## src/rtl/bitwise_logic_pipe.sv

```systemverilog
// bitwise_logic_pipe: pipelined bitwise logic unit with a running XOR accumulator.
// Stage 0 is combinational (operation select plus accumulator base). Stages
// 1..STAGES are registers that shift together under a single global enable.
// f, parity and out_valid are taken straight from the last stage register.
//
// Handshake: a beat transfers on the input side when in_valid && in_ready, and
// on the output side when out_valid && out_ready. in_ready is combinational and
// equals the global enable (!out_valid || out_ready). While out_valid is high
// and out_ready is low, f/parity/out_valid hold stable and no input is taken.
module bitwise_logic_pipe #(
  parameter int WIDTH  = 16,
  parameter int STAGES = 2
) (
  input  logic             clk,
  input  logic             rst_n,
  input  logic             in_valid,
  output logic             in_ready,
  input  logic [WIDTH-1:0] a,
  input  logic [WIDTH-1:0] b,
  input  logic [2:0]       op,
  input  logic             acc_clr,
  output logic             out_valid,
  input  logic             out_ready,
  output logic [WIDTH-1:0] f,
  output logic             parity,
  output logic [WIDTH-1:0] acc
);

  localparam logic [2:0] OP_AND  = 3'b000;
  localparam logic [2:0] OP_OR   = 3'b001;
  localparam logic [2:0] OP_XOR  = 3'b010;
  localparam logic [2:0] OP_XNOR = 3'b011;
  localparam logic [2:0] OP_NAND = 3'b100;
  localparam logic [2:0] OP_NOR  = 3'b101;
  localparam logic [2:0] OP_ANDN = 3'b110;
  localparam logic [2:0] OP_ACC  = 3'b111;

  // Index 0 is pipeline stage 1, index STAGES-1 is the output stage.
  logic [STAGES-1:0] stage_vld;
  logic [STAGES-1:0] stage_par;
  logic [WIDTH-1:0]  stage_dat [STAGES];

  logic             en;
  logic             accept;
  logic [WIDTH-1:0] base;
  logic [WIDTH-1:0] r;

  assign out_valid = stage_vld[STAGES-1];
  assign f         = stage_dat[STAGES-1];
  assign parity    = stage_par[STAGES-1];
  assign en        = !out_valid || out_ready;
  assign in_ready  = en;
  assign accept    = in_valid && en;

  // Stage-0 result: selected bitwise operation; ACC folds in the accumulator
  // (or zero when acc_clr is set on the same beat, so a chain can restart).
  always_comb begin
    base = acc_clr ? '0 : acc;
    r    = '0;
    case (op)
      OP_AND:  r = a & b;
      OP_OR:   r = a | b;
      OP_XOR:  r = a ^ b;
      OP_XNOR: r = ~(a ^ b);
      OP_NAND: r = ~(a & b);
      OP_NOR:  r = ~(a | b);
      OP_ANDN: r = a & ~b;
      OP_ACC:  r = base ^ a ^ b;
      default: r = '0;
    endcase
  end

  // Accumulator updates at acceptance so consecutive ACC beats chain without
  // a bubble; acc_clr still clears while the pipe is stalled.
  always_ff @(posedge clk or negedge rst_n) begin
    if (!rst_n) begin
      acc <= '0;
    end else if (accept && (op == OP_ACC)) begin
      acc <= r;
    end else if (acc_clr) begin
      acc <= '0;
    end
  end

  // Pipeline shift: all stages advance together when enabled; a non-accept
  // cycle inserts a bubble into stage 1 (bubbles are never collapsed).
  always_ff @(posedge clk or negedge rst_n) begin
    if (!rst_n) begin
      stage_vld <= '0;
      stage_par <= '0;
      for (int i = 0; i < STAGES; i++) begin
        stage_dat[i] <= '0;
      end
    end else if (en) begin
      stage_vld[0] <= accept;
      stage_dat[0] <= r;
      stage_par[0] <= ^r;
      for (int i = 1; i < STAGES; i++) begin
        stage_vld[i] <= stage_vld[i-1];
        stage_dat[i] <= stage_dat[i-1];
        stage_par[i] <= stage_par[i-1];
      end
    end
  end

endmodule

```

## config.mk

```make
export PLATFORM = sky130hd
export DESIGN_NAME = bitwise_logic_pipe
export DESIGN_NICKNAME = d
export VERILOG_FILES = /design/src/rtl/bitwise_logic_pipe.sv
export SDC_FILE = /design/constraint.sdc
export NUM_CORES = 1
export LEC_CHECK = 0
export ABC_AREA = 1
export CAP_MARGIN = 20
export CORE_MARGIN = 4
export CORE_UTILIZATION = 40
export CTS_CLUSTER_SIZE = 16
export DETAILED_ROUTE_END_ITERATION = 8
export PLACE_DENSITY = 0.7
export SETUP_SLACK_MARGIN = 0.02
export SYNTH_ARGS = -nofsm -noshare
export SYNTH_HDL_FRONTEND = slang
export SYNTH_SLANG_ARGS = --single-unit
export TNS_END_PERCENT = 10
```

## constraint.sdc

```tcl
create_clock -name clk -period 1.54 [get_ports clk]
set_clock_uncertainty 0.2 [all_clocks]
set_input_delay 0.154 -clock clk [delete_from_list [all_inputs] [get_ports clk]]
set_output_delay 0.154 -clock clk [all_outputs]
set_load 0.01 [all_outputs]
```

======== Yosys cells after proc, flatten, opt, wreduce, memory -nomap -nowiden ========
Cells that the tools add are included.
storage, ports and cells
  flip-flop bits (word level) ............. 52
  output and inout bits ................... 35
  word-level logic and storage cells ...... 31
cells by class
  equal/unequal tests ..................... 7
  mux-type cells .......................... 3
  bitwise operators ....................... 10
  reductions and logical operators ........ 6
operator list
  kind                  count
  $pmux W16 S8          1
  $not A16 Y16          4
  $xor A16 B16 Y16      3
  $and A16 B16 Y16      2
  $mux W16              2
  $or A16 B16 Y16       1
  $reduce_xor A16 Y1    1
  $eq A3 B3 Y1 const B  4
  $eq A3 B2 Y1 const B  2
  $eq A3 B1 Y1 const B  1
  $logic_not A3 Y1      1
  $logic_and A1 B1 Y1   2
  $logic_not A1 Y1      1
  $logic_or A1 B1 Y1    1

======== Longest topological paths before layout ========
Gate-level depths: netlist of the first run.
  depth after elaboration ................. 5
  mapped depth ............................ 20
  mapped depth without buffers ............ 19

======== Least setup slack after synthesis of the first run ========
OpenSTA, ideal clock, no wires.
  path kind ............................... input-to-reg
  start point ............................. input op[2]
  end point ............................... register stage_par[0]
  library setup time ...................... 0.118 ns
  arrival ................................. 1.515 ns
  required time ........................... 1.222 ns
  setup slack ............................. -0.293 ns
  stages on the path ...................... 18
  buffers on the path ..................... 3
  cells stage by stage .................... buf_6 -> inv_4 -> buf_6 -> buf_6 -> o21ai_1 -> nand3_1 -> nor2_2 -> nand2_1 -> nand2_1 -> nand2_1 -> nand2_1 -> nand2_1 -> nand2_1 -> nand2_1 -> nand2_1 -> nand2_1 -> nand3_1 -> nand2_1
on the way
  longest elaborated chain between the ends .. 3
  elaborated cells on any way between the ends .. 10
RTL lines
  item                                  line  text
  start, declared                       20    input logic [2:0] op,
  $eq A3 B3 Y1 (tied with other cells)  60    case (op)
  $pmux W16 S8 (*)                      60
  $reduce_xor A16 Y1 (*)                97    stage_par[0] <= ^r;
  end signal, assigned                  97
  end signal, assigned by index         101   stage_par[i] <= stage_par[i-1];
  end, declared                         40    logic [STAGES-1:0] stage_par;
Mark *: on every way between the ends. The rest lies on a longest branch, timed or not.
A chain may end at the register's enable or synchronous reset.

======== Worst setup path in the final report of the first run ========
  start point ............................. register acc[10]
  end point ............................... register stage_par[0]
on the way
  longest elaborated chain between the ends .. 5
RTL lines
  item                            line  text
  start, declared                 26    output logic [WIDTH-1:0] acc
  start signal, assigned          79    acc <= r;
  $mux W16                        n/a
  $xor A16 B16 Y16 (2 in series)  68    OP_ACC: r = base ^ a ^ b;
  $pmux W16 S8                    60
  $reduce_xor A16 Y1              97
No other way between the ends.

==> out/qor.yml, run 1 <==
dieArea_um2: 14500
clk_pin_slew_worst_paths_ps: 60
grt_max_degree: 51
hold_viol: 0
finalSetupViolations: 13
outcome: "finished, violations left"
drcViolationCount: 0
fmax_ghz: 0.522
slew_headroom_pct: 72.0
dr.first_iter.drc_count: 435
critical_path_class: "reg2reg"
worstSetupStartpointType: "flip-flop"
syn_inst: 783
rows: 40
clock-sinks: 52
area_growth_pct: 52.4
cts_made_buffers: 5
synth_edf_count: 0
finish.utilization_pct: 63.1
synth.ff_latch_count: 52
io_pins: 75
antenna_left: 0
min_path_type: "in2reg"
cts_max_level: 2
drive_gt1_share_pct: 37.6
leakagePower_uw: 0.00425
hpwl_um: 10900
synth_ff_type: "dfrtp_1"
met2_usage_pct: 33.4
async_reset_ff_share_pct: 100
post-route-period-util_pct: 124
grt_pass1_wl_um: 24400
n_antenna_cell: 0
synth_area_leader_cell: "dfrtp_1"
drv_cap: 0
die_h_um: 120
rsz0062_at_grt: "true"
finalInstanceArea_um2: 7680
fill_cells: 1095
synth_commonest_cells: "nand2_1 (295), inv_1 (87), nand3_1 (68)"
clock_power_share_pct: 22.0
start_util_pct: 41.4
avgSynthCellArea_um2: 6.43
synth_fp_nets: 871
synth_area_leaders: "dfrtp_1 (26%), nand2_1 (22%), ha_1 (12%)"
antenna_found_initial: 0
reg2reg_slack_ps: -380
swShare_pct: 35.1
busiest_layer: "met2"
yosys_warnings: 0
arrival_ps: 1900
fin_ws_ps: -377
p_int_uw: 3340
design_power_total_uw: 5150
yosysMostFrequentCell: "nand2_1"
worst_pin_slew_ps: 420
fin_nets: 1076
root_buffer: "clkbuf_16"
grt_use_met1_pct: 28.9
grt_use_met3_pct: 1.36
viasPerCell: 4.90
wl_um: 15400
min_period_ps: 1920
cp.required_ps: 1520
die_w_um: 120
clockBufferDepth: 2
avgRoutedWirePerCell_um: 13.3
seq_area_frac_synth_pct: 25.8
synth_cell_type_count: 28
switchingPower_uw: 1810
portBuffers: 74
crit_path_end_kind: "flip-flop"
insertion_delay_ps: 280
drt-pass1-iter-count: 5
netlist_area_um2: 5040
globalRouteOverflowTotal: 0
power_density_nw_per_um2: 671
cts_tree: "yes"
grt_use_total_pct: 20.3
cp_max_fo: 4
routabilityCongestion: 0.918
p_seq_share_pct: 33.1
peakVddDrop_v: 0.000485
grt_pass1_vias: 5181
synth_top_area_share_pct: 25.8
placed_area_um2: 6760
violations: "setup timing"
core_um2: 12200
comb_power_share_pct: 44.9
num_vias: 5662
drv_slew: 0
layout make-up:
| cell class | count | area, um^2 | share of cell area [%] |
|---|---|---|---|
| Multi-Input combinational cell | 583 | 3500 | 45.5 |
| Timing Repair Buffer | 240 | 2100 | 27.3 |
| Sequential cell | 52 | 1300 | 16.9 |
| Inverter | 105 | 409 | 5.33 |
| Tap cell | 168 | 210 | 2.74 |
| Clock buffer | 7 | 153 | 1.99 |
| Timing Repair inverter | 1 | 8.76 | 0.114 |
cell families (layout without fill, tap and decap cells):
| kind of cell | Yosys count | after routing | synth area share, % |
|---|---|---|---|
| adder cells (fa/ha/maj) | 48 | 48 | 11.9 |
| AO/OA/AOI/OAI | 50 | 50 | 4.97 |
| AND/OR/NAND/NOR | 483 | 484 | 43.2 |
| flip-flops | 52 | 52 | 25.8 |
| XOR/XNOR | 1 | 1 | 0.174 |
| buffers and inverters | 149 | 353 | 13.9 |
worst paths after layout:
path,startpoint,to,cells after the start
max in group asynchronous,rst_n,stage_dat[28],3
hold reg to reg,stage_vld[0],stage_vld[1],2
hold / removal,acc_clr,acc[8],4
min in group asynchronous,rst_n,f[10],2
setup reg to reg,acc[10],stage_par[0],18
setup / recovery,acc[10],stage_par[0],18
through the flow:
stage	setup TNS (ps)	setup WS, ps	cells	hold WS [ps]
after floorplan	-2430	-255	783	-342
after global placement	-18900	-967	1112	-90.0
after detailed placement	-20360	-986	1112	-84.4
after CTS	-532	-308	1147	161
after global routing	-3170	-487	1156	135
final	-897	-377	1156	116
state kept, by name, indices dropped and copies added (netlist names):
register / count
acc: 16
f: 16
stage_dat: 16
stage_par: 2
stage_vld: 2
metal layers:
layer | wire length [um] | vias to the layer above | share of wire, %
met2 | 7190 | 192 | 47
met3 | 914 | 36 | 5.9
li1 | - | 2863 | -
met1 | 6930 | 2571 | 45
met4 | 333 | 0 | 2.2
met5 | 0 | - | 0
what timing repair did:
item / in CTS / in global routing
hold buffers: 1 / 0
hold endpoints to repair: 52 / 0
gates resized for setup: 199 / 100
endpoints found under the setup margin: 59 / 42
buffers inserted: 25 / 12
pin swaps: 74 / 62
gates cloned: 3 / 1
power groups by stage:
stage          Sequential [uW]  Clock [uW]  Combinational [uW]
2_1_floorplan             1720           0                1170
3_3_place_gp              1730           0                1970
3_5_place_dp              1730           0                2000
4_1_cts                   1700        1150                2200
5_1_grt                   1730        1200                2550
6_report                  1700        1140                2310
cell usage in the layout, fill, tap and decap left out, drive strengths merged, types with 5 or more instances in the layout:
cell,n
nand2,308
buf,186
inv,104
nand3,80
nor2,57
dfrtp,52
ha,48
o21ai,47
nand4,32
dlygate4sd2,31
clkbuf,13
dlymetal6s2s,9
clkdlybuf4s15,5
or2,5
worst max-delay path, cell delays in order (launching register included):
cell     delay, ps
dfrtp_1        360
inv_1           60
nor2_1         100
buf_4          160
inv_2           40
nand2_2         50
nand3_2         60
nand3_2         80
nand2_4         80
inv_2           70
nand2_1         40
nand2_1         70
nand2_1         60
nand2_1         80
nand3_1         70
nand2_1         60
nand2_1         50
nand3_1         70
nand2_1         50
No activity file was read; power rests on OpenSTA's default activity.
==> run 2, diff against run 1 <==
--- a/config.mk
+++ b/config.mk
@@ -6,14 +6,13 @@
 export NUM_CORES = 1
 export LEC_CHECK = 0
 export ABC_AREA = 1
-export CAP_MARGIN = 20
 export CORE_MARGIN = 4
-export CORE_UTILIZATION = 40
+export CORE_UTILIZATION = 50
 export CTS_CLUSTER_SIZE = 16
 export DETAILED_ROUTE_END_ITERATION = 8
-export PLACE_DENSITY = 0.7
+export PLACE_DENSITY = 0.84
 export SETUP_SLACK_MARGIN = 0.02
 export SYNTH_ARGS = -nofsm -noshare
 export SYNTH_HDL_FRONTEND = slang
 export SYNTH_SLANG_ARGS = --single-unit
-export TNS_END_PERCENT = 10
+export TNS_END_PERCENT = 50
==> run 2 against run 1 <==
- the flow finishes with violations (DRC, setup timing)
- worst setup slack worse by 450 ps
- combinational power up 14%
- design area is 0.62% lower
- non-clock buffer count stayed put
- die area down 19%
==> out/qor.yml, run 2 (synthesis gave the netlist of run 1 again) <==
outcome: "finished, violations left"
violations: "DRC, setup timing"
cts_made_buffers: 5  # unchanged
drt-pass1-iter-count: 9  # +4
root_buffer: "clkbuf_8"
clockBufferDepth: 2  # unchanged
post-route-period-util_pct: 154  # +29 points
die_h_um: 108  # -9.9%
holdPathEnd: "acc[4]"
die_w_um: 108  # -9.9%
grt_pass1_vias: 5996  # +16%
final_common_cell: "nand2_1"
io_pins: 75  # unchanged
clock-sinks: 52  # unchanged
dp_slack_ps: -1010  # -21.3 ps
swShare_pct: 42.6  # +7.5 points
rows: 36  # -10%
power_density_nw_per_um2: 681  # +1.6%
min_period_ps: 2370  # +450 ps
n_antenna_cell: 0  # unchanged
drv_slew: 0  # unchanged
antenna_found_initial: 0  # unchanged
slew_headroom_pct: 64.9  # -7.0 points
start_util_pct: 51.5  # +10 points
multiInputGateArea_um2: 3610  # +3.4%
finalSetupViolations: 29  # +16
worst_pin_slew_ps: 526  # +105 ps
cp.required_ps: 1610  # +90 ps
clock_power_share_pct: 16.4  # -5.6 points
regToRegEndpoint: "stage_par[0]"
worstSetupStartpointType: "flip-flop"
leakagePower_uw: 0.00414  # -2.5%
viasPerCell: 6.07  # +24%
hold_viol: 0  # unchanged
min_path_type: "in2reg"
rsz0062_at_grt: "true"
fmax_ghz: 0.423  # -19%
portBuffers: 74  # unchanged
switchingPower_uw: 2210  # +22%
p_seq_share_pct: 32.9  # -0.2 points
drive_gt1_share_pct: 39.1  # +1.6 points
fin_nets: 1076  # unchanged
fill_cells: 597  # -45%
hold_start: "acc_clr"
drv_cap: 0  # unchanged
comb_power_share_pct: 50.7  # +5.8 points
routabilityCongestion: 0.934  # +1.8%
rr_worst_depth: 18  # unchanged
dieArea_um2: 11700  # -19%
avgRoutedWirePerCell_um: 19.3  # +46%
wl_um: 21700  # +41%
cp_max_fo: 4  # unchanged
area_growth_pct: 51.5
min_delay_path_depth: 4  # unchanged
r2r-start: "acc[7]"
finalSetupTns_ps: -4560  # -3660 ps
drcViolationCount: 26  # +26
seqCellArea_um2: 1300  # unchanged
core_um2: 9770  # -20%
globalRouteOverflowTotal: 0  # unchanged
grt_use_total_pct: 30.1  # +9.8 points
critical_path_class: "reg2reg"
clk_pin_slew_worst_paths_ps: 110  # +50 ps
antenna_left: 0  # unchanged
insertion_delay_ps: 320  # +40 ps
dr.first_iter.drc_count: 974  # +120%
reg2reg_slack_ps: -830  # -450 ps
grt_pass1_wl_um: 28500  # +17%
grt_max_degree: 51  # unchanged
arrival_ps: 2440  # +540 ps
placed_area_um2: 6660  # -1.4%
peakVddDrop_v: 0.000749  # +54%
finalInstanceArea_um2: 7630  # -0.62%
layout_common_cells: "nand2_1 (259), buf_4 (158), dfrtp_1 (52)"
p_int_uw: 2980  # -11%
num_vias: 6806  # +20%
cts_tree: "yes"
whs_ps: 98.7  # -17.4 ps
hpwl_um: 10600  # -2.4%
crit_path_end_kind: "flip-flop"
cts_max_level: 2  # unchanged
fin_ws_ps: -827  # -450 ps
[run 2: cell count changes in the layout (fill, tap and decap cells not counted), sizes merged]
cell and delta:
dlygate4sd2 +10, dlymetal6s2s -9, clkbuf -3, clkdlybuf4s15 +3, buf -2, clkinvlp +2
[run 2: worst max path at each step]
| stage | from | to | slack (ps) | depth (start not counted) |
|---|---|---|---|---|
| finish | acc[7] | stage_par[0] | -830 | 18 |
| CTS | acc[4] | stage_par[0] | -330 | 17 |
| global route | acc[7] | stage_par[0] | -830 | 18 |
| floorplan | op[2] | stage_par[0] | -260 | 18 |
| detailed placement | op[0] | stage_par[0] | -1010 | 20 |
| global placement | op[0] | stage_par[0] | -960 | 19 |
[run 2: final cells by class]
type                            instances  area share, %
Clock inverter                          2          0.213
Timing Repair inverter                  1         0.0984
Timing Repair Buffer                  240           26.8
Tap cell                              133           2.18
Clock buffer                            6          0.951
Multi-Input combinational cell        583           47.4
Inverter                              105           5.33
Sequential cell                        52           17.1
[run 2: per-layer routing]
layer	track usage, %	vias up	part of all wire (%)	routed length, um
met1	36.0	3044	34	7450
met5	0	-	0	0
met3	5.37	251	12	2710
li1	-	2857	-	-
met4	16.3	0	9.5	2070
met2	51.3	654	44	9470
[run 2: worst max-delay path, cell delays in order (launching register included)]
cell	delay [ps]
dfrtp_1	390
inv_2	60
nor2_4	150
inv_1	100
nand2_1	110
nand3_2	110
nand3_4	90
nand2_4	80
inv_1	100
nand2_1	70
nand2_1	80
nand2_1	80
nand2_2	140
inv_2	80
nand2_2	110
nand2_2	100
nand2_2	90
nand3_2	90
nand2_1	70
[run 2: power by group through the flow]
stage          Sequential, uW  Clock, uW  Combinational [uW]
2_1_floorplan            1720          0                1170
3_3_place_gp             1720          0                1940
3_5_place_dp             1730          0                1990
4_1_cts                  1700        823                2150
5_1_grt                  1730        901                2790
6_report                 1710        855                2640
[run 2: timing repair]
action / 4_1_cts / 5_1_grt
gates resized for setup: 215 / 87
endpoints found under the hold margin: 52 / 0
hold buffers: 1 / 0
pin swaps: 70 / 48
setup buffers: 33 / 11
endpoints found under the setup margin: 68 / 36
cloned: 4 / 1
[run 2: stage by stage]
step	util (%)	instances	power [uW]
after floorplan	-	783	2890
after global placement	68.2	1072	3650
after detailed placement	68.2	1072	3720
after CTS	74.8	1112	4670
after global routing	78.1	1122	5420
final	78.1	1122	5200
